`config.mk`:
```
export PLATFORM = sky130hd
export DESIGN_NAME = seg_msg_scheduler_flat
export DESIGN_NICKNAME = d
export VERILOG_FILES = /design/src/rtl/seg_pkg.sv /design/src/rtl/seg_msg_scheduler_if.sv /design/src/rtl/seg_tick_gen.sv /design/src/rtl/seg_msg_scheduler.sv /design/src/flat_wrapper.sv
export SDC_FILE = /design/constraint.sdc
export NUM_CORES = 1
export LEC_CHECK = 0
export BUFFER_PORTS_ARGS = -buffer_cell sky130_fd_sc_hd__buf_4
export CAP_MARGIN = 15
export CORE_MARGIN = 2
export CORE_UTILIZATION = 56
export DETAILED_ROUTE_END_ITERATION = 7
export MAX_ROUTING_LAYER = met4
export PLACE_DENSITY = 0.86
export SYNTH_ARGS = -nofsm -noshare
export SYNTH_HDL_FRONTEND = slang
export SYNTH_SLANG_ARGS = --single-unit
```
`constraint.sdc`:
```
create_clock -name clk -period 7.7 [get_ports clk]
set_input_delay 0.77 -clock clk [delete_from_list [all_inputs] [get_ports clk]]
set_output_delay 0.77 -clock clk [all_outputs]
set_load 0.05 [all_outputs]
```
`src/rtl/seg_pkg.sv`:
```
// Shared segment character codes, FSM encoding and source-priority helpers
// for the segment message scheduler.
package seg_pkg;

  localparam int         N_SRC      = 3;
  localparam logic [1:0] OWNER_NONE = 2'd3;

  localparam logic [1:0] ST_IDLE         = 2'd0;
  localparam logic [1:0] ST_SHOW_TIMED   = 2'd1;
  localparam logic [1:0] ST_SHOW_PERSIST = 2'd2;

  typedef logic [7:0] seg_char_t;

  // Active-high segment codes, bit order {dp,g,f,e,d,c,b,a}
  localparam seg_char_t CHAR_0     = 8'h3F;
  localparam seg_char_t CHAR_1     = 8'h06;
  localparam seg_char_t CHAR_2     = 8'h5B;
  localparam seg_char_t CHAR_3     = 8'h4F;
  localparam seg_char_t CHAR_4     = 8'h66;
  localparam seg_char_t CHAR_5     = 8'h6D;
  localparam seg_char_t CHAR_6     = 8'h7D;
  localparam seg_char_t CHAR_7     = 8'h07;
  localparam seg_char_t CHAR_8     = 8'h7F;
  localparam seg_char_t CHAR_9     = 8'h6F;
  localparam seg_char_t CHAR_A     = 8'h77;
  localparam seg_char_t CHAR_B     = 8'h7C;
  localparam seg_char_t CHAR_C     = 8'h39;
  localparam seg_char_t CHAR_D     = 8'h5E;
  localparam seg_char_t CHAR_E     = 8'h79;
  localparam seg_char_t CHAR_F     = 8'h71;
  localparam seg_char_t CHAR_R     = 8'h50;
  localparam seg_char_t CHAR_N     = 8'h54;
  localparam seg_char_t CHAR_P     = 8'h73;
  localparam seg_char_t CHAR_U     = 8'h3E;
  localparam seg_char_t CHAR_T     = 8'h78;
  localparam seg_char_t CHAR_Y     = 8'h6E;
  localparam seg_char_t CHAR_J     = 8'h1E;
  localparam seg_char_t CHAR_MINUS = 8'h40;
  localparam seg_char_t CHAR_BLANK = 8'h00;

  // Lowest set index wins (source 0 is highest priority)
  function automatic logic [1:0] lowest_set(input logic [N_SRC-1:0] v);
    logic [1:0] r;
    r = OWNER_NONE;
    for (int i = N_SRC - 1; i >= 0; i--) begin
      if (v[i]) r = 2'(i);
    end
    return r;
  endfunction

  function automatic logic [N_SRC-1:0] owner_onehot(input logic [1:0] own);
    logic [N_SRC-1:0] r;
    case (own)
      2'd0:    r = 3'b001;
      2'd1:    r = 3'b010;
      2'd2:    r = 3'b100;
      default: r = 3'b000;
    endcase
    return r;
  endfunction

endpackage

```
`src/rtl/seg_msg_scheduler_if.sv`:
```
// Request/response bundle between display sources and the message scheduler.
interface seg_msg_scheduler_if;
  import seg_pkg::*;

  logic [N_SRC-1:0]    req_valid;
  logic [64*N_SRC-1:0] req_msg;
  logic [4*N_SRC-1:0]  req_secs;
  logic [N_SRC-1:0]    req_ack;
  logic [N_SRC-1:0]    req_done;
  logic [63:0]         frame;
  logic [1:0]          owner;
  logic [3:0]          time_left;

  modport slave (
    input  req_valid, req_msg, req_secs,
    output req_ack, req_done, frame, owner, time_left
  );

  modport master (
    output req_valid, req_msg, req_secs,
    input  req_ack, req_done, frame, owner, time_left
  );

endinterface

```
`src/rtl/seg_tick_gen.sv`:
```
// One-second tick generator; the count runs one cycle ahead of the cycle it
// describes so the scheduler's registered frame lines up with second_half.
module seg_tick_gen #(
  parameter int DIV = 100_000_000
) (
  input  logic clk,
  input  logic rst,
  input  logic clr,
  output logic tick,
  output logic second_half
);

  localparam int CW = (DIV > 1) ? $clog2(DIV) : 1;

  logic [CW-1:0] cnt_q, cnt_d;

  always_comb begin
    if (clr)                       cnt_d = CW'(1);
    else if (cnt_q == CW'(DIV-1))  cnt_d = '0;
    else                           cnt_d = cnt_q + CW'(1);
  end

  always_ff @(posedge clk or posedge rst) begin
    if (rst) cnt_q <= '0;
    else     cnt_q <= cnt_d;
  end

  assign tick        = (cnt_q == '0);
  assign second_half = (cnt_q >= CW'(DIV/2));

endmodule

```
`src/rtl/seg_msg_scheduler.sv`:
```
// Priority scheduler that grants one of three sources the 8-digit display.
// state            | meaning
// ST_IDLE          | no owner, blank frame, grant lowest requesting index
// ST_SHOW_TIMED    | frozen message, counts down seconds, blinks last half-second
// ST_SHOW_PERSIST  | live message from owner until it drops req_valid
module seg_msg_scheduler
  import seg_pkg::*;
#(
  parameter int TICK_DIV = 100_000_000
) (
  input  logic                clk,
  input  logic                rst,
  seg_msg_scheduler_if.slave  bus
);

  logic [1:0]       state_q, state_d;
  logic [63:0]      frame_q, frame_d;
  logic [63:0]      msg_q, msg_d;
  logic [1:0]       owner_q, owner_d;
  logic [3:0]       tl_q, tl_d;
  logic [N_SRC-1:0] ack_q, ack_d;
  logic [N_SRC-1:0] done_q, done_d;

  logic [N_SRC-1:0] prio_mask;
  logic [1:0]       cand;
  logic             grant;
  logic [63:0]      cand_msg, own_msg;
  logic [3:0]       cand_secs, tl_next;
  logic             own_valid;
  logic             tick, second_half;

  seg_tick_gen #(.DIV(TICK_DIV)) u_tick (
    .clk         (clk),
    .rst         (rst),
    .clr         (grant),
    .tick        (tick),
    .second_half (second_half)
  );

  // Only strictly higher-priority sources may take over a shown message
  always_comb begin
    case (owner_q)
      2'd0:    prio_mask = 3'b000;
      2'd1:    prio_mask = 3'b001;
      2'd2:    prio_mask = 3'b011;
      default: prio_mask = 3'b111;
    endcase
  end

  assign cand      = lowest_set(bus.req_valid & prio_mask);
  assign grant     = (cand != OWNER_NONE);
  assign own_valid = |(bus.req_valid & owner_onehot(owner_q));

  always_comb begin
    case (cand)
      2'd0:    begin cand_msg = bus.req_msg[63:0];    cand_secs = bus.req_secs[3:0];  end
      2'd1:    begin cand_msg = bus.req_msg[127:64];  cand_secs = bus.req_secs[7:4];  end
      2'd2:    begin cand_msg = bus.req_msg[191:128]; cand_secs = bus.req_secs[11:8]; end
      default: begin cand_msg = '0;                   cand_secs = '0;                 end
    endcase
  end

  always_comb begin
    case (owner_q)
      2'd0:    own_msg = bus.req_msg[63:0];
      2'd1:    own_msg = bus.req_msg[127:64];
      2'd2:    own_msg = bus.req_msg[191:128];
      default: own_msg = '0;
    endcase
  end

  assign tl_next = tick ? (tl_q - 4'd1) : tl_q;

  always_comb begin
    state_d = state_q;
    frame_d = frame_q;
    msg_d   = msg_q;
    owner_d = owner_q;
    tl_d    = tl_q;
    ack_d   = '0;
    done_d  = '0;
    if (grant) begin
      state_d = (cand_secs != 4'd0) ? ST_SHOW_TIMED : ST_SHOW_PERSIST;
      frame_d = cand_msg;
      msg_d   = cand_msg;
      owner_d = cand;
      tl_d    = cand_secs;
      ack_d   = owner_onehot(cand);
    end else begin
      case (state_q)
        ST_SHOW_PERSIST: begin
          if (!own_valid) begin
            state_d = ST_IDLE;
            frame_d = '0;
            owner_d = OWNER_NONE;
            tl_d    = '0;
          end else begin
            frame_d = own_msg;
          end
        end
        ST_SHOW_TIMED: begin
          if (tick && tl_q == 4'd1) begin
            done_d  = owner_onehot(owner_q);
            state_d = ST_IDLE;
            frame_d = '0;
            owner_d = OWNER_NONE;
            tl_d    = '0;
          end else begin
            tl_d    = tl_next;
            frame_d = (tl_next == 4'd1 && second_half) ? '0 : msg_q;
          end
        end
        default: begin
          state_d = ST_IDLE;
          frame_d = '0;
          owner_d = OWNER_NONE;
          tl_d    = '0;
        end
      endcase
    end
  end

  always_ff @(posedge clk or posedge rst) begin
    if (rst) begin
      state_q <= ST_IDLE;
      frame_q <= '0;
      msg_q   <= '0;
      owner_q <= OWNER_NONE;
      tl_q    <= '0;
      ack_q   <= '0;
      done_q  <= '0;
    end else begin
      state_q <= state_d;
      frame_q <= frame_d;
      msg_q   <= msg_d;
      owner_q <= owner_d;
      tl_q    <= tl_d;
      ack_q   <= ack_d;
      done_q  <= done_d;
    end
  end

  assign bus.frame     = frame_q;
  assign bus.owner     = owner_q;
  assign bus.time_left = tl_q;
  assign bus.req_ack   = ack_q;
  assign bus.req_done  = done_q;

endmodule

```
`src/flat_wrapper.sv`:
```
// flat-port wrapper written by rule: the top's interface ports become plain ports
module seg_msg_scheduler_flat import seg_pkg::*;
#(
  parameter int TICK_DIV = 100_000_000
)
  (clk, rst, bus_req_valid, bus_req_msg, bus_req_secs, bus_req_ack, bus_req_done, bus_frame, bus_owner, bus_time_left);
  seg_msg_scheduler_if bus_i ();
  input  logic clk;
  input  logic rst;
  input wire logic [$bits(bus_i.req_valid)-1:0] bus_req_valid;
  input wire logic [$bits(bus_i.req_msg)-1:0] bus_req_msg;
  input wire logic [$bits(bus_i.req_secs)-1:0] bus_req_secs;
  output wire logic [$bits(bus_i.req_ack)-1:0] bus_req_ack;
  output wire logic [$bits(bus_i.req_done)-1:0] bus_req_done;
  output wire logic [$bits(bus_i.frame)-1:0] bus_frame;
  output wire logic [$bits(bus_i.owner)-1:0] bus_owner;
  output wire logic [$bits(bus_i.time_left)-1:0] bus_time_left;
  assign bus_i.req_valid = bus_req_valid;
  assign bus_i.req_msg = bus_req_msg;
  assign bus_i.req_secs = bus_req_secs;
  assign bus_req_ack = bus_i.req_ack;
  assign bus_req_done = bus_i.req_done;
  assign bus_frame = bus_i.frame;
  assign bus_owner = bus_i.owner;
  assign bus_time_left = bus_i.time_left;
  seg_msg_scheduler #(.TICK_DIV(TICK_DIV)) u_core (.clk(clk), .rst(rst), .bus(bus_i));
endmodule
```
==> impl_metrics.py, run 1 <==
metrics = {
    "synth": {
        "syn_inst": 966,
        "netlist-cell-type-count": 51,
        "synth_mux_area_frac": 0.07377,
        "ys_seq_area_frac": 0.4655,
        "largest_family_of_logic_cells_by_synthesized_area": "compound AO/OA/AOI/OAI gates",
        "synth_seq_cells": 169,
        "synthesis.area_per_instance_um2": 9.411,
        "mappedNetlistArea_um2": 9091,
        "synth_area_in_xor_xnor": 0.02408,
        "yosys.area.top_type_share": 0.4597,
        "synthArstFlopShare": 1.000,
        "synthesis.nets": 1181,
        "complex_gate_fraction_of_the_synthesized_area": 0.2403,
        "netlist.top_cell.by_area": "dfrtp_1",
        "synth_ff_type": "dfrtp_1",
        "post_synth_and_or_nand_nor_area_fraction": 0.1427,
        "synth_fa_ha_area_frac": 0.008258,
        "synthesis.yosys.warnings": 0,
        "synth_top_cells_by_area": "dfrtp_1 46%, a222oi_1 7.5%, mux2i_1 7.4%, nor2_1 7.0%, a221o_1 6.9%",
        "synth_edf_count": 0,
    },
    "grt": {
        "gr-total-overflow": 0,
        "grt.total_usage": 0.3554,
        "vias_in_the_first_global_route": 9256,
        "grt_max_degree": 107,
        "grt_antenna_before_repair": 0,
        "global_route_wire_length_before_repair_um": 48070,
    },
    "timing": {
        "timing_hold_violations_final": 0,
        "slew_headroom": 0.2847,
        "clock.fmax_mhz": 227.7,
        "summed_negative_setup_slack_over_all_endpoints_ns": 0,
        "final.period_utilization": 0.5705,
        "setup-violations-final": 0,
        "report.final.slew_viol_count": 0,
        "worst_pin_slew_ns": 1.073,
        "rsz_0062_raised_after_global_routing": "false",
        "finalWorstPathRequiredPeriod_ns": 4.392,
        "clock_skew_ns": 0.009139,
    },
    "placement": {
        "placement.io_buffers": 284,
        "dp_hpwl_um": 19310,
        "gp_congestion": 0.8699,
        "placedCellCount": 1393,
    },
    "routing": {
        "route.detailed.wl_per_inst_um": 21.14,
        "firstDrtPassIters": 8,
        "dr_vias_cell": 6.566,
        "postRouteAntennaNets": 0,
        "detailroute.via_count": 9363,
        "drtIter0Drc": 1468,
        "post-route-drc-count": 26,
        "postRouteWirelength_um": 30140,
    },
    "clocking": {
        "tritoncts": "yes",
        "cts.hold.buffers_added": 0,
        "tritoncts.num_buffers": 17,
        "htree_num_levels": 4,
        "quantity_of_gates_resized_following_cts": 0,
        "cts_max_path_buffers": 2,
        "clkTransAtPathRegs_ns": 0.06,
        "clock_sink_count": 169,
        "root_buffer": "clkbuf_16",
        "clk-insertion-delay-late_ns": 0.43,
        "post_cts_buffers": 0,
    },
    "power": {
        "p_per_area_nw_per_um2": 433.6,
        "p_leak_nw": 5.453,
        "vdd_ir_drop_max_v": 0.0003323,
    },
    "status": {
        "violated_checks": "design-rule violations",
        "outcome": "finished with violations",
    },
    "die": {
        "die_w_um": 131.4,
        "ios": 285,
        "coreArea_um2": 15890,
        "fp-row-count": 46,
        "initial_core_utilization": 0.5723,
        "die_h_um": 131.4,
        "design.die.area_um2": 17270,
    },
    "cells_and_area": {
        "area_delta_synth_final_pct": 30.68,
        "post_route_cells_drive_above_1_share": 0.2810,
        "post_layout_nonfiller_instances": 1426,
        "antenna-diode-count": 0,
        "final.fill_count": 1128,
        "nNetsFinal": 1412,
    },
    "worst_setup_path": {
        "critPathLaunchType": "flop",
        "regToRegSetupSlack_ns": 3.31,
        "cp_max_fo": 80,
        "worst-endpoint-required_ns": 8.01,
        "critPathKind": "flop to flop",
        "setup.worst_path.end_class": "flop",
        "worst-endpoint-arrival_ns": 4.70,
    },
    "min_path": {
        "worst_hold_path_class": "flop to flop",
    },
    "flow_run": {
        "max_cap_violations": 0,
    },
}
## metrics by stage
step           power, mW  instance area (µm²)  hold slack (ns)  setup WS [ns]    util
6_report           5.152                11880           0.4929          3.308  0.7479
5_1_grt            5.414                11880           0.5016          3.096  0.7479
4_1_cts            5.105                11860           0.4827          3.369  0.7466
3_5_place_dp       4.228                11270           0.4667          3.481  0.7095
3_3_place_gp       4.155                11270           0.4604          3.609  0.7095
2_1_floorplan      3.453                 9091           0.4364          2.358       -
## cells in the mapped netlist, types with 2 or more instances
library cell	instances
o21ai_0	71
clkbuf_1	56
and4_1	5
xor2_1	11
buf_2	6
or4_1	2
and3_1	2
ha_1	6
and2_1	2
a21oi_1	72
nor3_1	8
nand2_1	81
nand3_1	12
dfstp_2	2
a211oi_1	2
nor4b_1	2
a21boi_0	2
dfrtp_1	167
a222oi_1	68
inv_2	2
nand4_1	7
mux2i_1	67
inv_1	14
nor2_1	170
xnor2_1	14
o21a_1	3
buf_4	8
buf_1	14
nor4_1	5
nand2b_1	2
a221o_1	63
## kinds of logic after synthesis
logic type,after synthesis
and+or+nand+nor,305
AOI/OAI and AO/OA,294
DFF,169
buffers and inverters,100
muxes,67
xor gates and xnor gates,25
adders and majority gates,6
## worst max-delay path, stage by stage (launching register included)
cell      delay, ns
dfstp_2        0.51
buf_4          0.75
a21oi_1        0.26
o21ai_4        0.82
o22ai_4        0.48
buf_4          0.46
a222oi_1       0.57
nor2_1         0.10
a221o_1        0.30
## layout by cell type (no fill, tap or decap), types with 2 or more instances in the layout
cell type / n
a211oi_1: 2
a21boi_0: 2
a21oi_1: 72
a221o_1: 63
a222oi_1: 68
and2_1: 2
and3_1: 2
and4_1: 5
buf_4: 295
bufinv_16: 3
clkbuf_1: 3
clkbuf_16: 17
clkbuf_8: 2
clkinv_2: 7
dfrtp_1: 167
ha_1: 6
inv_1: 13
inv_2: 2
mux2i_1: 67
nand2_1: 81
nand2b_1: 2
nand3_1: 12
nand4_1: 7
nor2_1: 169
nor3_1: 8
nor3_4: 2
nor4_1: 5
nor4b_1: 2
o21a_2: 2
o21ai_0: 71
or4_1: 2
xnor2_1: 14
xor2_1: 11
## per-layer routing
metal	routed length, µm	GRT usage	share of wire	up-vias
met2	14640	0.5512	0.49	676
met5	0	-	0	-
met3	2977	0.06944	0.099	99
li1	-	-	-	4088
met1	11130	0.4376	0.37	4500
met4	1394	0.2023	0.046	0
## sequential cells by signal, summed over array words and instances (netlist names)
name	cells
u_core.bus.time_left	4
u_core.bus.frame	64
u_core.msg_q	64
u_core.state_q	2
u_core.u_tick.cnt_q	27
u_core.bus.req_done	3
u_core.bus.owner	2
u_core.bus.req_ack	3
## worst paths after layout
kind,from,endpoint,cells after the start
min in group asynchronous,rst,u_core.bus.req_ack[0],2
worst max-delay path,u_core.bus.owner[1],u_core.bus.frame[30],8
worst min-delay path,u_core.msg_q[22],u_core.msg_q[22],2
worst max register to register,u_core.bus.owner[1],u_core.bus.frame[30],8
max in group asynchronous,rst,u_core.msg_q[0],3
worst min register to register,u_core.msg_q[22],u_core.msg_q[22],2
## cell type report
cell class,count,area (µm²),share of cell area
timing repair buffer,296,2235,0.1881
clock inverter,10,125.1,0.01053
multi-input combinational,697,4486,0.3776
inverter,16,65.06,0.005477
tap,216,270.3,0.02275
clock buffer,22,464.2,0.03907
sequential,169,4235,0.3565
## report_power, final
part	leakage, nW	total, mW	internal (mW)	switching, mW
Clock	0.297	0.866	0.524	0.342
Sequential	2.10	1.49	1.26	0.234
Combinational	3.06	2.79	0.979	1.81
Total	5.45	5.15	2.76	2.39
Power figures use the tool's default switching activity.
==> run 2: changes to the inputs <==
CORE_UTILIZATION = 52   (was 56)
PLACE_DENSITY = 0.81   (was 0.86)
clock period = 4.6 ns   (was 7.7 ns; I/O delays follow)
==> run 2 against run 1 <==
  * The flow still finishes with violations (design-rule violations)
  * First-iteration DRC count decreased by 21%
  * Register-to-register slack got worse by 2.0 ns
  * Final cell count increased by 0.77%
  * Fmax increased by 35%
  * Sequential cell count unchanged
  * Via count decreased by 1.3%
  * Largest cell class unchanged
  * Utilization decreased by 5.6 points
  * Highest routed layer unchanged
  * Non-clock buffer count increased by 2
  * Worst setup slack got worse by 2.0 ns
==> impl_metrics.py, run 2 (synthesized netlist as in run 1, its figures left out) <==
metrics = {
    "status": {
        "outcome": "finished with violations",
        "violated_checks": "design-rule violations",
    },
    "die": {
        "initial_core_utilization": 0.5293,
        "die_w_um": 136.2,
        "design.die.area_um2": 18560,
        "die_h_um": 136.2,
        "ios": 285,
        "fp-row-count": 48,
        "coreArea_um2": 17180,
    },
    "cells_and_area": {
        "most_frequent_cells_in_the_layout": "297 x buf_4, 169 x nor2_1, 167 x dfrtp_1, 81 x nand2_1, 72 x a21oi_1",
        "final.fill_count": 1392,
        "post_layout_utilization_of_the_core": 0.6915,
        "final-seq-area_um2": 4239,
        "final_common_cell": "buf_4",
        "post_route_cells_drive_above_1_share": 0.2830,
        "nNetsFinal": 1414,
        "post_layout_inst_area_um2": 11880,
        "area_delta_synth_final_pct": 30.65,
        "multi_input_comb_area_um2": 4486,
        "antenna-diode-count": 0,
    },
    "clocking": {
        "tritoncts": "yes",
        "quantity_of_gates_resized_following_cts": 0,
        "clk-insertion-delay-late_ns": 0.42,
        "clock_sink_count": 169,
        "tritoncts.num_buffers": 17,
        "post_cts_buffers": 0,
        "cts.hold.buffers_added": 0,
        "htree_num_levels": 4,
        "clkTransAtPathRegs_ns": 0.06,
        "cts_max_path_buffers": 2,
        "root_buffer": "clkbuf_16",
    },
    "timing": {
        "clock_skew_ns": 0.006843,
        "finalWorstPathRequiredPeriod_ns": 3.257,
        "worst_pin_slew_ns": 1.082,
        "worst_hold_margin_ns": 0.2804,
        "timing_hold_violations_final": 0,
        "clock.fmax_mhz": 307.0,
        "setup-violations-final": 0,
        "rsz_0062_raised_after_global_routing": "false",
        "summed_negative_setup_slack_over_all_endpoints_ns": 0,
        "slew_headroom": 0.2785,
        "report.final.slew_viol_count": 0,
        "final.period_utilization": 0.7081,
    },
    "placement": {
        "dp_hpwl_um": 19740,
        "dpl_cell_area_um2": 11320,
        "placement.io_buffers": 284,
        "gp_congestion": 0.9077,
    },
    "grt": {
        "grt_max_degree": 170,
        "gr-total-overflow": 0,
        "grt_antenna_before_repair": 0,
        "grt.total_usage": 0.3278,
        "global_route_wire_length_before_repair_um": 45940,
        "vias_in_the_first_global_route": 8942,
    },
    "power": {
        "total_power_mw": 8.503,
        "vdd_ir_drop_max_v": 0.0004648,
        "p_per_area_nw_per_um2": 715.9,
        "p_leak_nw": 5.429,
    },
    "routing": {
        "dr_vias_cell": 6.429,
        "drtIter0Drc": 1162,
        "postRouteWirelength_um": 30070,
        "post-route-drc-count": 31,
        "firstDrtPassIters": 8,
        "detailroute.via_count": 9238,
        "route.detailed.wl_per_inst_um": 20.92,
        "postRouteAntennaNets": 0,
    },
    "worst_setup_path": {
        "cp_max_fo": 44,
        "worst-endpoint-required_ns": 4.96,
        "setup.worst_path.end_class": "flop",
        "r2r-start": "u_core.u_tick.cnt_q[8]",
        "critPathKind": "flop to flop",
        "worst-endpoint-arrival_ns": 3.62,
        "critPathLaunch": "u_core.u_tick.cnt_q[8]",
        "critPathLaunchType": "flop",
    },
    "min_path": {
        "worst_hold_path_class": "input pin to flop",
        "min_from": "bus_req_msg[150]",
    },
    "flow_run": {
        "max_cap_violations": 0,
    },
}
run 2: cell types whose count changed in the layout (fill, tap and decap cells not counted), sizes merged:
cell      change
bufinv        -2
clkinvlp      +5
buf           +2
clkbuf        -1
clkinv        -2
run 2: where the power goes:
group / internal, mW / switching [mW]
sequential: 2.11 / 0.445
clock: 0.772 / 0.588
combinational: 1.63 / 2.96
run 2: final timing paths:
| kind | endpoint | slack (ns) | cells past startpoint |
|---|---|---|---|
| setup / recovery | u_core.bus.frame[21] | 1.34 | 7 |
| max in group asynchronous | u_core.msg_q[44] | 3.65 | 3 |
| hold / removal | u_core.msg_q[22] | 0.28 | 3 |
| setup reg to reg | u_core.bus.frame[21] | 1.34 | 7 |
| hold reg to reg | u_core.msg_q[22] | 0.48 | 2 |
| min in group asynchronous | u_core.bus.frame[3] | 0.32 | 3 |
run 2: critical path, cell delays in order (launching register included):
cell and delay, ns:
dfrtp_1 0.43, nor4_2 0.41, nand4_1 0.19, nor2_1 0.32, o31ai_1 0.20, nor3_4 0.72, buf_4 0.61, a221o_1 0.27
run 2: per-layer routing:
layer | wire (µm) | track usage | vias up
li1 | - | - | 4080
met1 | 11340 | 0.4065 | 4459
met2 | 14270 | 0.5014 | 594
met3 | 2920 | 0.06637 | 105
met4 | 1532 | 0.1863 | 0
met5 | 0 | - | -
run 2: layout make-up:
class | instances | share of cell area
Multi-Input combinational cell | 697 | 0.3776
Sequential cell | 169 | 0.3569
Timing Repair Buffer | 298 | 0.1894
Clock buffer | 21 | 0.03877
Tap cell | 225 | 0.02370
Clock inverter | 11 | 0.008217
Inverter | 16 | 0.005372
run 2: stage by stage:
step,cells,setup slack (ns)
2_1_floorplan,966,1.987
6_report,1437,1.343
5_1_grt,1437,1.133
4_1_cts,1437,1.407
3_3_place_gp,1405,1.538
3_5_place_dp,1405,1.424
